`config.mk`:
```
export PLATFORM = sky130hd
export DESIGN_NAME = elevator_scheduler
export DESIGN_NICKNAME = d
export VERILOG_FILES = /design/src/rtl/elevator_pkg.sv /design/src/rtl/elevator_next_floor.sv /design/src/rtl/elevator_scheduler.sv
export SDC_FILE = /design/constraint.sdc
export NUM_CORES = 1
export LEC_CHECK = 0
export CAP_MARGIN = 20
export CORE_ASPECT_RATIO = 0.8
export CORE_UTILIZATION = 54
export CTS_CLUSTER_DIAMETER = 80
export DETAILED_ROUTE_END_ITERATION = 10
export HOLD_SLACK_MARGIN = 0.05
export MAX_ROUTING_LAYER = met4
export PLACE_DENSITY_LB_ADDON = 0.08
export SYNTH_ARGS = -nofsm -noshare
export SYNTH_HDL_FRONTEND = slang
export SYNTH_SLANG_ARGS = --single-unit
export TNS_END_PERCENT = 1
```
`constraint.sdc`:
```
create_clock -name clk -period 5.1 [get_ports clk]
set_clock_uncertainty 0.2 [all_clocks]
set_input_delay 0.765 -clock clk [delete_from_list [all_inputs] [get_ports clk]]
set_output_delay 0.765 -clock clk [all_outputs]
set_load 0.05 [all_outputs]
```
`src/rtl/elevator_pkg.sv`:
```
// Shared state encoding, sizing constants and floor validity check for the elevator scheduler.
package elevator_pkg;

    localparam int unsigned DEFAULT_NUM_FLOORS = 9;
    localparam int unsigned FLOOR_W            = 4;

    typedef enum logic [1:0] {
        StIdle     = 2'd0,
        StMove     = 2'd1,
        StDoorOpen = 2'd2,
        StHalt     = 2'd3
    } state_e;

    function automatic logic floor_invalid(input logic [FLOOR_W-1:0] f,
                                           input int unsigned num_floors);
        return (f == '0) || (32'(f) > num_floors);
    endfunction

endpackage

```
`src/rtl/elevator_next_floor.sv`:
```
// Nearest pending floor at or beyond the current floor in one direction (combinational).
module elevator_next_floor
    import elevator_pkg::*;
#(
    parameter int unsigned NUM_FLOORS = DEFAULT_NUM_FLOORS
) (
    input  logic [NUM_FLOORS-1:0] pending,
    input  logic [FLOOR_W-1:0]    floor,
    input  logic                  dir_up,
    output logic                  found,
    output logic [FLOOR_W-1:0]    target
);

    // Scan away from the car so the last hit is the closest one.
    always_comb begin
        found  = 1'b0;
        target = '0;
        if (dir_up) begin
            for (int i = NUM_FLOORS - 1; i >= 0; i--) begin
                if (pending[i] && (i + 1 >= int'(floor))) begin
                    found  = 1'b1;
                    target = FLOOR_W'(i + 1);
                end
            end
        end else begin
            for (int i = 0; i < NUM_FLOORS; i++) begin
                if (pending[i] && (i + 1 <= int'(floor))) begin
                    found  = 1'b1;
                    target = FLOOR_W'(i + 1);
                end
            end
        end
    end

endmodule

```
`src/rtl/elevator_scheduler.sv`:
```
// SCAN request scheduler, door dwell timer and stuck-alarm halt for the elevator car.
// Optional ELEV_SCHED_MAINT_PARK_EN: maintenance parking at floor 1 with request masking.
module elevator_scheduler
    import elevator_pkg::*;
#(
    parameter int unsigned NUM_FLOORS  = DEFAULT_NUM_FLOORS,
    parameter int unsigned DOOR_CYCLES = 16
) (
    input  logic                  clk,
    input  logic                  reset,
    input  logic [NUM_FLOORS-1:0] main_requests,
    input  logic [NUM_FLOORS-1:0] hall_up,
    input  logic [NUM_FLOORS-1:0] hall_down,
    input  logic [FLOOR_W-1:0]    floor,
    input  logic                  stuck,
    input  logic                  maintenance_request,
    output logic [FLOOR_W-1:0]    destination,
    output logic                  door_open,
    output logic [NUM_FLOORS-1:0] pending,
    output logic                  dir_up,
    output logic                  busy
);

    localparam int unsigned TIMER_W = $clog2(DOOR_CYCLES);
    localparam logic [TIMER_W-1:0] TIMER_LOAD = TIMER_W'(DOOR_CYCLES - 1);

    state_e                state_q;
    logic [FLOOR_W-1:0]    dest_q;
    logic                  door_q;
    logic                  dir_up_q;
    logic [NUM_FLOORS-1:0] pending_q;
    logic [TIMER_W-1:0]    timer_q;

    logic [NUM_FLOORS-1:0] req, req_eff, floor_oh, pending_d;
    logic                  invalid, pend_here, door_enter, reload, park;
    logic                  found_up, found_dn, found_fwd, found_bwd;
    logic [FLOOR_W-1:0]    tgt_up, tgt_dn, tgt_fwd, tgt_bwd, nearest;

`ifdef ELEV_SCHED_MAINT_PARK_EN
    assign park = maintenance_request;
`else
    logic unused_maint;
    assign unused_maint = maintenance_request;
    assign park         = 1'b0;
`endif

    elevator_next_floor #(.NUM_FLOORS(NUM_FLOORS)) u_next_up (
        .pending (pending_q),
        .floor   (floor),
        .dir_up  (1'b1),
        .found   (found_up),
        .target  (tgt_up)
    );

    elevator_next_floor #(.NUM_FLOORS(NUM_FLOORS)) u_next_dn (
        .pending (pending_q),
        .floor   (floor),
        .dir_up  (1'b0),
        .found   (found_dn),
        .target  (tgt_dn)
    );

    always_comb begin
        floor_oh = '0;
        for (int i = 0; i < NUM_FLOORS; i++) begin
            floor_oh[i] = (32'(floor) == 32'(i + 1));
        end
        invalid   = floor_invalid(floor, NUM_FLOORS);
        pend_here = |(pending_q & floor_oh);
        req       = main_requests | hall_up | hall_down;

        found_fwd = dir_up_q ? found_up : found_dn;
        tgt_fwd   = dir_up_q ? tgt_up : tgt_dn;
        found_bwd = dir_up_q ? found_dn : found_up;
        tgt_bwd   = dir_up_q ? tgt_dn : tgt_up;

        // Equal distance favours the upward candidate.
        if (found_up && (!found_dn || ((tgt_up - floor) <= (floor - tgt_dn)))) begin
            nearest = tgt_up;
        end else begin
            nearest = tgt_dn;
        end

        door_enter = !stuck && !invalid && pend_here &&
                     (((state_q == StIdle) && !park) ||
                      ((state_q == StMove) && (dest_q == floor)));
        reload     = (state_q == StDoorOpen) && |(req & floor_oh);

        // Calls for the floor whose door is already open only extend the dwell.
        if (park) begin
            req_eff = '0;
        end else if (state_q == StDoorOpen) begin
            req_eff = req & ~floor_oh;
        end else begin
            req_eff = req;
        end
        pending_d = (pending_q | req_eff) & ~(door_enter ? floor_oh : '0);
    end

    always_ff @(posedge clk or negedge reset) begin
        if (!reset) begin
            state_q   <= StIdle;
            dest_q    <= FLOOR_W'(1);
            door_q    <= 1'b0;
            dir_up_q  <= 1'b1;
            pending_q <= '0;
            timer_q   <= '0;
        end else begin
            pending_q <= pending_d;
            if (stuck) begin
                state_q <= StHalt;
                door_q  <= 1'b0;
                timer_q <= '0;
                if (!invalid) dest_q <= floor;
            end else if (!invalid) begin
                unique case (state_q)
                    StIdle: begin
                        if (park) begin
                            dest_q <= FLOOR_W'(1);
                        end else if (door_enter) begin
                            state_q <= StDoorOpen;
                            dest_q  <= floor;
                            door_q  <= 1'b1;
                            timer_q <= TIMER_LOAD;
                        end else if (|pending_q) begin
                            state_q  <= StMove;
                            dest_q   <= nearest;
                            dir_up_q <= (nearest > floor);
                        end
                    end
                    StMove: begin
                        if (door_enter) begin
                            state_q <= StDoorOpen;
                            door_q  <= 1'b1;
                            timer_q <= TIMER_LOAD;
                        end else if (found_fwd) begin
                            dest_q <= tgt_fwd;
                        end else if (found_bwd) begin
                            dest_q   <= tgt_bwd;
                            dir_up_q <= ~dir_up_q;
                        end else begin
                            state_q <= StIdle;
                        end
                    end
                    StDoorOpen: begin
                        if (reload) begin
                            timer_q <= TIMER_LOAD;
                        end else if (timer_q != '0) begin
                            timer_q <= timer_q - 1'b1;
                        end else begin
                            door_q <= 1'b0;
                            if (park) begin
                                state_q <= StIdle;
                                dest_q  <= FLOOR_W'(1);
                            end else if (found_fwd) begin
                                state_q <= StMove;
                                dest_q  <= tgt_fwd;
                            end else if (found_bwd) begin
                                state_q  <= StMove;
                                dest_q   <= tgt_bwd;
                                dir_up_q <= ~dir_up_q;
                            end else begin
                                state_q <= StIdle;
                            end
                        end
                    end
                    StHalt: begin
                        dest_q  <= floor;
                        state_q <= StIdle;
                    end
                    default: state_q <= StIdle;
                endcase
            end
        end
    end

    assign destination = dest_q;
    assign door_open   = door_q;
    assign pending     = pending_q;
    assign dir_up      = dir_up_q;
    assign busy        = (state_q != StIdle);

endmodule
```
==> metrics <==
outcome=finished, final reports clean; non-filler cells, final=507; synthesized flop and latch total=21; Via Count=3217; Cells after Synth=348; Mapped Area=2790 um2; synthesized area per cell=8.02 um2; H-Tree Depth=1; most numerous cell on the critical path=ha_1; Synthesized Nets=406; Synth-to-Final Area Change=38.3%; Bufs and invs on worst path=4; Slew @ Worst Pin=0.941 ns; unrepaired setup endpoints after global routing=no; worst r2r path cells=22; DP Cell Count=494; most common cell in the synthesized netlist=o21ai_0; Initial Utilization=56.1%; HPWL after DPL=6.74 mm; CTS tree=done; post-synthesis xor/xnor area fraction=2.82%; Synth async-reset ratio=100%; EDFF count, synth=0; largest net degree at the start of global routing=22; Pins Over Slew Limit=0; ys flop type=dfrtp_1; Final Cycle Share=96.4%; Yosys top cell by area=dfrtp_1; pwr dens=233 nW/um2; vias in the first global route=2905; sum of negative setup slack=0 ns; hold path startpoint=timer_q[0]; register area share after synthesis=18.9%; Post-route DRC=0; total CTS buffers=3; FF-to-FF Start=pending[1]; Slowest Stage Delay on Critical Path=0.54 ns; num ports=51; crit path DAT=4.91 ns; Die Y=66.3 um; CP endpoint kind=flop; Final Critical Period=4.92 ns; GRT Util Overall=33.0%; CP Class=input port to flop; Net count, final=504; Final setup viols=0; Total Routed Length=9.08 mm; Post-synth top cells=o21ai_0, a21oi_1, inv_1, nor2_1, nand2_1; DR WL/cell=17.9 um; CTS Sinks=21; final hold vios=0; clock edge transition at the registers on the reported setup and hold paths=0.08 ns; Core Area=4980 um2; row cnt=23; Worst path depth=22; CTS Buffer Depth=2; GPL Wtd Cong=0.906; Peak Freq=0.203 GHz; Slowest-stage cell, CP=or4_4; DRT antenna net count=0; die area=5460 um2; Slew HR=37.1%; Setup crit start kind=input port; Synth area leaders=dfrtp_1, ha_1, o21ai_0; min-delay worst type=flop to flop; post-synthesis mux area share=3.09%; Via density=6.35; Top delay family on crit path=compound AO/OA/AOI/OAI gates; # Max-Cap Violations=0; CP Max Fanout=9; Simple-Gate Fraction of Synth Area=21.3%; worst hold path cell count=1; largest family of logic cells by synthesized area=compound AO/OA/AOI/OAI gates; Critical Path RT=5.09 ns; final global-route overflow total=0; Unique masters post-synth=81; Lkg Pwr=1.64 nW; CP startpoint=floor[0]; post-synthesis compound-gate area fraction=34.0%; antenna violations before repair=0; post-layout util=77.5%; total number of yosys warnings=0; 1st-iter DRT viols=359; PortBufs=49; Post-Synth Adder-Cell Area=10.8%; first-pass GRT wire length=13.3 mm; TritonRoute pass-1 iters=5; Max VDD drop=276 uV; clk_lat worst skew=0.27 ns; Yosys top cell area share=17.0%; layout cells sized above 1=25.2%; crit-path cells=dlygate4sd2_1 > buf_4 > or4_4 > nand3_2 > nand2_1 > ha_1 > a21o_1 > a21oi_2 > xor2_1 > ha_1 > a21oi_1 > o21ai_1 > a32oi_2 > buf_4 > o22a_1 > inv_1 > ha_1 > o21ai_1 > nand2b_1 > a21oi_2 > nor3_2 > a221o_1; chip width=82.4 um; diodes inserted=0; Root Buffer=clkbuf_8
## per-layer routing
layer  wire (um)  up-vias  global-route usage [%]
met1        3950     1502                    43.7
met4         116        0                    7.46
met2        4140      189                    50.3
li1            -     1503                       -
met5           0        -                       -
met3         876       23                    8.00
## flip-flops by register name, indices dropped and copies added (netlist names)
signal       flops
destination      4
state_q          2
pending          9
door_open        1
dir_up           1
timer_q          4
## where the power goes
part           internal (W)  switching, W  total [W]
Combinational      0.000265      0.000298   0.000563
Sequential         0.000192     0.0000277   0.000219
Clock             0.0000547     0.0000621   0.000117
## cell type report
cell class              count  area [um2]
clock buffers               3        41.3
fillers                   385        1120
inverters                  26        97.6
well taps                  62        77.6
multi-input cells         280        2100
repair buffers            114        1010
flip-flops and latches     21         528
clock inverters             1        5.00
## timing repair
item | in CTS | in global routing
gates resized for setup | 2 | 32
pin swaps | 2 | 11
hold endpoints to repair | 0 | 0
endpoints found under the setup margin | 1 | 1
hold buffers | 0 | 0
gates cloned | 0 | 2
setup buffers | 1 | 6
## logic make-up after synthesis
group | after synthesis
simple gates | 114
mux | 8
compound gates | 126
flops | 21
fa+ha+maj | 23
buf+inv | 47
xor+xnor | 9
## worst register-to-register path, delay by kind of cell (launching register included)
family                     cells  cell delay, ns
xor gates and xnor gates       2            0.29
buffers and inverters          4            0.44
DFF                            1            0.51
adders and majority gates      3            0.80
and+or+nand+nor                4            0.77
AOI/OAI and AO/OA              9            1.47
## placed cells by master (no fill, tap or decap), drive strengths merged, types with 4 or more instances in the layout
cell type      instances
a311oi                 5
or2                    5
nor2                  26
dfrtp                 19
nand2                 22
a21o                   6
ha                    21
xnor2                  4
xor2                   5
nor4                   5
a32oi                  4
mux2                   5
clkdlybuf4s50         45
inv                   26
a21oi                 26
nor2b                  6
nand4                  5
a211oi                 6
nand3                  8
buf                   65
a31oi                  8
o21ai                 30
nand2b                 5
o22a                   6
nor3                  19
## path summary, 6_finish.rpt
check                           slack [ns]          to
worst max-delay path                  0.18      dir_up
worst min-delay path                  0.31  timer_q[0]
worst max register to register        0.54      dir_up
worst min register to register        0.31  timer_q[0]
max in group asynchronous             3.31  timer_q[1]
min in group asynchronous             0.81  state_q[1]
## through the flow
step	cell area (um2)	setup slack, ns	total power (W)	hold WS (ns)
after floorplan	2790	0.0975	0.000546	0.261
after global placement	3640	-0.246	0.000713	0.281
after detailed placement	3640	-0.391	0.000726	0.298
after CTS	3700	0.00904	0.000853	0.312
after global routing	3860	0.0477	0.000955	0.321
final	3860	0.183	0.000899	0.310
(Power assumes the default switching activity.)
